--- src/rtl/mlp_pkg.sv ---
// Shared types for the MLP neuron weight path: loader FSM states, bank index, bank count.
// Latency: n/a (types and constants only).
// Backpressure: n/a.
package mlp_pkg;

    typedef enum logic [1:0] {
        IDLE      = 2'd0,
        LOAD      = 2'd1,
        WAIT_FREE = 2'd2
    } loader_state_t;

    typedef logic bank_idx_t;

    localparam int BANK_COUNT = 2;

endpackage

--- src/rtl/bank_status_reg.sv ---
// Per-bank "full and unconsumed" flags: set by a completed fill, cleared by a reader release.
// Latency: set/clear visible the cycle after the request edge.
// Backpressure: none; a set and a release of the same bank in one cycle leaves the flag set.
// Ports: clk, reset (async active-low), clear (wipe all flags), set/set_idx (fill completed),
//        bank_release (one-hot reader release), flags (current bank state).
module bank_status_reg
    import mlp_pkg::*;
(
    input  logic                  clk,
    input  logic                  reset,
    input  logic                  clear,
    input  logic                  set,
    input  bank_idx_t             set_idx,
    input  logic [BANK_COUNT-1:0] bank_release,
    output logic [BANK_COUNT-1:0] flags
);

    always_ff @(posedge clk or negedge reset) begin
        if (!reset) begin
            flags <= '0;
        end else begin
            for (int b = 0; b < BANK_COUNT; b++) begin
                if (clear) begin
                    flags[b] <= 1'b0;
                end else if (set && (set_idx == bank_idx_t'(b))) begin
                    // A release arriving with the fill refers to the previous contents.
                    flags[b] <= 1'b1;
                end else if (bank_release[b]) begin
                    flags[b] <= 1'b0;
                end
            end
        end
    end

endmodule

--- src/rtl/weight_bank_loader.sv ---
// Ping-pong weight SRAM loader: turns a valid/ready word stream into SRAM write strobes, bank 0 then 1.
// Latency: word accepted at edge N -> new_weight/weight_out/bank_sel/write_address valid in cycle N+1.
// Backpressure: in_ready low outside LOAD, i.e. while idle or while the next bank is still unreleased.
// Ports: clk, reset (async active-low), start, in_valid/in_ready/in_data (upstream stream),
//        bank_release (one-hot reader done), new_weight/weight_out/bank_sel/write_address (SRAM write),
//        bank_ready/input_available (to read controller), done (one-cycle end-of-run pulse).
// Option: LOADER_STALL_CNT_EN adds stall_count[15:0], the saturating count of WAIT_FREE cycles
//        plus LOAD cycles without in_valid, cleared by reset and by an accepted start.
module weight_bank_loader
    import mlp_pkg::*;
#(
    parameter int INPUT_NUM  = 2,
    parameter int DATA_WIDTH = 16,
    parameter int NUM_BLOCKS = 4
) (
    input  logic                  clk,
    input  logic                  reset,
    input  logic                  start,
    input  logic                  in_valid,
    output logic                  in_ready,
    input  logic [DATA_WIDTH-1:0] in_data,
    input  logic [BANK_COUNT-1:0] bank_release,
    output logic                  new_weight,
    output logic [DATA_WIDTH-1:0] weight_out,
    output logic                  bank_sel,
    output logic [INPUT_NUM-1:0]  write_address,
    output logic [BANK_COUNT-1:0] bank_ready,
    output logic                  input_available,
    output logic                  done
`ifdef LOADER_STALL_CNT_EN
    ,
    output logic [15:0]           stall_count
`endif
);

    localparam int DEPTH = 2 ** INPUT_NUM;
    localparam int BLK_W = $clog2(NUM_BLOCKS + 1);

    loader_state_t        state, state_nxt;
    bank_idx_t            bank, bank_nxt;
    logic [INPUT_NUM-1:0] addr, addr_nxt;
    logic [BLK_W-1:0]     blk_cnt, blk_nxt;
    logic                 done_pend, done_pend_nxt;
    logic                 clear_all;
    logic                 xfer;
    logic                 last_word;

    assign in_ready        = (state == LOAD);
    assign xfer            = in_valid & in_ready;
    assign last_word       = xfer && (addr == INPUT_NUM'(DEPTH - 1));
    assign input_available = |bank_ready;

    always_ff @(posedge clk or negedge reset) begin
        if (!reset) begin
            state     <= IDLE;
            bank      <= 1'b0;
            addr      <= '0;
            blk_cnt   <= '0;
            done_pend <= 1'b0;
        end else begin
            state     <= state_nxt;
            bank      <= bank_nxt;
            addr      <= addr_nxt;
            blk_cnt   <= blk_nxt;
            done_pend <= done_pend_nxt;
        end
    end

    always_comb begin
        state_nxt     = state;
        bank_nxt      = bank;
        addr_nxt      = addr;
        blk_nxt       = blk_cnt;
        done_pend_nxt = 1'b0;
        clear_all     = 1'b0;
        case (state)
            IDLE: begin
                if (start) begin
                    state_nxt = LOAD;
                    bank_nxt  = 1'b0;
                    addr_nxt  = '0;
                    blk_nxt   = '0;
                    clear_all = 1'b1;
                end
            end
            LOAD: begin
                if (xfer) begin
                    // DEPTH is a power of two, so the address wraps to 0 on the bank switch.
                    addr_nxt = addr + 1'b1;
                    if (last_word) begin
                        bank_nxt = ~bank;
                        blk_nxt  = blk_cnt + 1'b1;
                        if (blk_cnt == BLK_W'(NUM_BLOCKS - 1)) begin
                            state_nxt     = IDLE;
                            done_pend_nxt = 1'b1;
                        end else if (bank_ready[~bank] && !bank_release[~bank]) begin
                            // A release landing on this edge frees the bank in time: no stall.
                            state_nxt = WAIT_FREE;
                        end
                    end
                end
            end
            WAIT_FREE: begin
                if (!bank_ready[bank] || bank_release[bank]) begin
                    state_nxt = LOAD;
                end
            end
            default: state_nxt = IDLE;
        endcase
    end

    // Write-port outputs, registered one cycle behind the accepted word.
    always_ff @(posedge clk or negedge reset) begin
        if (!reset) begin
            new_weight    <= 1'b0;
            weight_out    <= '0;
            bank_sel      <= 1'b0;
            write_address <= '0;
            done          <= 1'b0;
        end else begin
            new_weight <= xfer;
            done       <= done_pend;
            if (xfer) begin
                weight_out    <= in_data;
                bank_sel      <= bank;
                write_address <= addr;
            end
        end
    end

    bank_status_reg u_bank_status (
        .clk          (clk),
        .reset        (reset),
        .clear        (clear_all),
        .set          (last_word),
        .set_idx      (bank),
        .bank_release (bank_release),
        .flags        (bank_ready)
    );

`ifdef LOADER_STALL_CNT_EN
    always_ff @(posedge clk or negedge reset) begin
        if (!reset) begin
            stall_count <= '0;
        end else if (state == IDLE && start) begin
            stall_count <= '0;
        end else if ((state == WAIT_FREE || (state == LOAD && !in_valid)) &&
                     (stall_count != 16'hFFFF)) begin
            stall_count <= stall_count + 16'd1;
        end
    end
`endif

endmodule
--- config.mk ---
export PLATFORM = sky130hd
export DESIGN_NAME = weight_bank_loader
export DESIGN_NICKNAME = d
export VERILOG_FILES = /design/src/rtl/mlp_pkg.sv /design/src/rtl/bank_status_reg.sv /design/src/rtl/weight_bank_loader.sv
export SDC_FILE = /design/constraint.sdc
export NUM_CORES = 1
export LEC_CHECK = 0
export BUFFER_PORTS_ARGS = -buffer_cell sky130_fd_sc_hd__buf_2
export CORE_MARGIN = 4
export CORE_UTILIZATION = 43
export DETAILED_ROUTE_END_ITERATION = 7
export PLACE_DENSITY = 0.73
export SYNTH_ARGS = -nofsm -noshare
export SYNTH_HDL_FRONTEND = slang
export SYNTH_SLANG_ARGS = --single-unit
--- constraint.sdc ---
create_clock -name clk -period 1.35 [get_ports clk]
set_clock_uncertainty 0.2 [all_clocks]
set_input_delay 0.2025 -clock clk [delete_from_list [all_inputs] [get_ports clk]]
set_output_delay 0.2025 -clock clk [all_outputs]
set_load 0.1 [all_outputs]
==> results of run 1 <==
stage by stage:
| stage | hold slack (ns) | setup WS [ns] | area (µm²) | std cells | setup TNS, ns |
|---|---|---|---|---|---|
| 2_1_floorplan | -0.2931 | -0.1647 | 1439 | 135 | -1.068 |
| 3_3_place_gp | -0.05410 | -0.08685 | 2132 | 231 | -0.4911 |
| 3_5_place_dp | -0.03417 | -0.1325 | 2132 | 231 | -0.8512 |
| 4_1_cts | -0.05736 | -0.3162 | 2651 | 269 | -5.357 |
cells by family after synthesis:
kind of cell               Yosys count  synth area share, %
and+or+nand+nor                     76                24.77
DFF                                 32                58.50
buffers and inverters               10                4.204
AOI/OAI and AO/OA                    9                5.302
muxes                                5                4.479
adders and majority gates            3                2.743
timing repair:
| item | CTS |
|---|---|
| pin swaps | 18 |
| cloned | 4 |
| setup buffers | 10 |
| hold endpoints to repair | 49 |
| hold buffers | 17 |
| endpoints found under the setup margin | 36 |
| gates resized for setup | 35 |
==> summary.md, run 1 <==
| Metric | Value |
|---|---|
| Worst-path end type | `primary output` |
| Cell Area, Synth | `1369 µm²` |
| Starting density of the core | `44.84%` |
| Distinct cells, synth | `32` |
| Ranking of synthesized cells by area | `dfrtp_1, nand2_1, ha_1, mux2_4, a32o_1` |
| TritonCTS Sinks | `32` |
| Gate Count Post-Synth | `between 100 and 150` |
| Largest net degree at the start of global routing | `18` |
| Die W | `roughly 64 µm` |
| Syn Area/Cell | `about 10 µm²` |
| Ys async rst share | `between 90% and 100%` |
| Io pins | `47` |
| CTS buffer count | `5` |
| Antenna violations before repair | `0` |
| Stage reached | `5_1_grt` |
| Status | `aborted with a tool error` |
| Synth Net Count | `160` |
| Root Buffer | `clkbuf_4` |
| # port buffers | `46` |
| # H-tree levels | `2` |
| Main flop type after synthesis | `dfrtp_1` |
| Post-synth top area cell | `dfrtp_1` |
| GP Congestion | `around 0.85` |
| Yosys top cell area share | `58.50%` |
| Most common cell in the synthesized netlist | `nand2_1` |
| Most instantiated cells after synthesis | `nand2_1, dfrtp_1, nor2_1` |
| Placement Rows | `20` |
| Log Error | `[ERROR DPL-0033] detailed placement checks failed during check placement.` |
| Last worst endpoint in the global-route repair_timing | `input_available` |
| Post-DP HPWL | `2.533 mm` |
| EDFF count, synth | `0` |
| Register area share after synthesis | `approximately three fifths` |
| Yosys warns | `0` |
| Die Y | `~64 µm` |
| Max clock buf depth | `2` |
| FF+latch count, synth | `32` |
==> inputs of run 2 (changes only) <==
- CORE_UTILIZATION: 43 -> 28
- PLACE_DENSITY: 0.73 -> not set
- PLACE_DENSITY_LB_ADDON: not set -> 0.15
- clock period: 1.35 -> 1.8 ns (I/O delays scaled with it)
==> summary.md, run 2 <==
| Metric | Value |
|---|---|
| Status | `complete, no violations` |
| TritonCTS Sinks | `32` |
| Post-CTS Setup Inserts | `0` |
| Filler cell count | `roughly 490` |
| Largest register FFs | `16` |
| Post-DP HPWL | `2.215 mm` |
| Synth Net Count | `160` |
| Fin crit share | `96.73%` |
| Cell Area, Synth | `~1400 µm²` |
| Layout cell share with drive strength beyond 1 | `around 34%` |
| Routed wl met3 | `between 200 and 250 µm` |
| Ranking of synthesized cells by area | `dfrtp_1, nand2_1, ha_1, mux2_4, a32o_1` |
| Worst-path maximum fanout | `3` |
| Via count | `about 1100` |
| Max-slew headroom | `67.47%` |
| EDFF count, synth | `0` |
| # port buffers | `46` |
| FF+latch count, synth | `32` |
| First-pass GRT wire length | `5.382 mm` |
| Tot GR Track Use | `around 12%` |
| Clk pwr share | `between 10% and 20%` |
| Starting density of the core | `approximately 29%` |
| Placed Cells | `roughly 250` |
| Largest regs | `weight_out x16, blk_cnt x3` |
| Vias per inst | `4.193` |
| Fin. max-slew vios | `0` |
| Data arrival, critical path | `about 1.3 ns` |
| Most frequent cells in the layout | `nand2_1, buf_2, dfrtp_1` |
| WL met2 | `approximately 1.5 mm` |
| Max cap viols | `0` |
| Highest routed layer | `met4` |
| Syn Area/Cell | `approximately 10 µm²` |
| GRT overflow | `0` |
| Clk_lat worst skew | `around 0.28 ns` |
| Logic pwr share | `around 56%` |
| # H-tree levels | `2` |
| Placement Rows | `25` |
| Crit start category | `flop` |
| Final Hold Vio Count | `0` |
| Root Buffer | `clkbuf_8` |
| Net Sw Frac | `54.54%` |
| Least-Margin Pin Slew | `~0.49 ns` |
| 1st-pass router iterations | `4` |
| Post-synth top area cell | `dfrtp_1` |
| Net switching power | `approximately 2.1 mW` |
| Reg power frac | `between 20% and 30%` |
| WL per Instance | `roughly 12 µm` |
| Nets | `between 200 and 250` |
| WP data required | `1.33 ns` |
| Largest net degree at the start of global routing | `22` |
| RSZ-0062 raised after global routing | `no` |
| Post-route ant nets | `0` |
| Max clock buf depth | `2` |
| Routed WL | `~3.2 mm` |
| Min Tclk post-route | `1.741 ns` |
| Pwr Total | `roughly 3.8 mW` |
| Yosys top cell area share | `around three fifths` |
| TritonCTS clock tree | `done` |
| Cell Chain, Critical Path | `or2_2 > buf_2` |
| Post-route worst setup slack | `a little under 0.06 ns` |
| Ys async rst share | `100.0%` |
| Setup-failing EPs final | `0` |
| Min-Delay Path Class | `in -> reg` |
| Register area share after synthesis | `around 59%` |
| Most instantiated cells after synthesis | `nand2_1, dfrtp_1, nor2_1` |
| Die Y | `~80 µm` |
| Reg2Reg Depth | `5` |
| DRC viols | `0` |
| Most flop-heavy register | `weight_out` |
| CTS buffer count | `5` |
| Fmax | `~570 MHz` |
| Io pins | `47` |
| Place WS | `0.2373 ns` |
| Worst setup path startpoint | `u_bank_status.flags[0]` |
| DRT iter0 DRCs | `31` |
| VDD IR max | `0.001041 V` |
| Pleak | `~1.1 nW` |
| Fin cells | `270` |
| Main flop type after synthesis | `dfrtp_1` |
| Core area | `4723 µm²` |
| DRT met1 WL | `1.373 mm` |
| CP max stage delay | `approximately 0.41 ns` |
| Clock slew at reported path FFs | `~0.06 ns` |
| Yosys warns | `0` |
| Slowest-stage cell, CP | `dfrtp_2` |
| Total negative slack | `0 ns` |
| Hold Crit Start | `bank_release[1]` |
| GP Congestion | `between 0.7 and 0.8` |
| Most common cell in the synthesized netlist | `nand2_1` |
| Gate Count Post-Synth | `135` |
| Total die area | `6072 µm²` |
| Worst Setup EP | `input_available` |
| Antenna violations before repair | `0` |
| # diodes | `0` |
| WS Path Type | `reg -> out` |
| Internal Power | `1.731 mW` |
| PwrDens | `1936 nW/µm²` |
| Most common cell after layout, fill and taps aside | `nand2_1` |
| Reg-to-reg startpoint | `blk_cnt[0]` |
| Area growth, synth to finish | `43.69%` |
| CP endpoint kind | `output port` |
| Die W | `around 78 µm` |
| Reg2reg end | `state[0]` |
| Distinct cells, synth | `32` |
| R2R Setup Slk | `between 0.2 and 0.25 ns` |
| Via count of the first global-routing pass | `1129` |
-- run 2: cell counts after synthesis --
No cell type changed its count.
-- run 2: layout make-up --
class                   instances  area [µm²]  share of cell area [%]
clock buffers                   7       96.34                   4.898
inverters                       3       11.26                  0.5725
multi-input cells              93       518.0                   26.34
flip-flops and latches         32       804.5                   40.90
well taps                      67       83.83                   4.262
repair buffers                 68       452.9                   23.03
-- run 2: stage by stage --
step | hold slack [ns] | instance area (µm²) | util, %
detailed placement | 0.06545 | 1699 | 35.97
CTS | 0.1411 | 1966 | 41.62
global route | 0.1672 | 1967 | 41.64
global placement | 0.06125 | 1699 | 35.97
finish | 0.1523 | 1967 | 41.64
floorplan | -0.2256 | 1379 | -
-- run 2: power groups by stage --
stage	clock, mW	sequential (mW)	combinational, mW
after floorplan	0	2.19	0.671
after global placement	0	1.11	2.09
after detailed placement	0	1.12	2.11
after CTS	0.617	1.10	2.14
after global routing	0.661	1.14	2.23
final	0.587	1.10	2.12
-- run 2: worst min-delay path by stage --
stage               cells past startpoint                     end  slack [ns]
floorplan                               0                 addr[0]       -0.23
global placement                        1                    done        0.06
detailed placement                      1                    done        0.07
CTS                                     3  u_bank_status.flags[1]        0.14
global route                            0                    done        0.17
finish                                  3  u_bank_status.flags[1]        0.15
-- run 2: cell families (layout without fill, tap and decap cells) --
family	count (synthesis)	after routing	synth area share, %
buffers and inverters	10	78	4.204
AO/OA/AOI/OAI	9	9	5.302
multiplexers	5	5	4.479
flip-flops	32	32	58.50
AND/OR/NAND/NOR	76	76	24.77
adder cells (fa/ha/maj)	3	3	2.743
-- run 2: metal layers --
layer  up-vias  GRT usage [%]
met5         -              0
li1        568              -
met4         0          4.196
met2        36          18.58
met3         8          4.756
met1       520          13.71
-- run 2: what timing repair did --
| item | in CTS | in global routing |
|---|---|---|
| resized for setup | 0 | 1 |
| endpoints found under the hold margin | 35 | 0 |
| hold buffers | 17 | 0 |
| endpoints found under the setup margin | 0 | 1 |
-- run 2: worst max-delay path, delay by kind of cell, from the launching register on --
kind,cells,cell delay [ns]
buffers and inverters,1,0.29
DFF,1,0.41
and+or+nand+nor,1,0.29
Power figures use the tool's default switching activity.
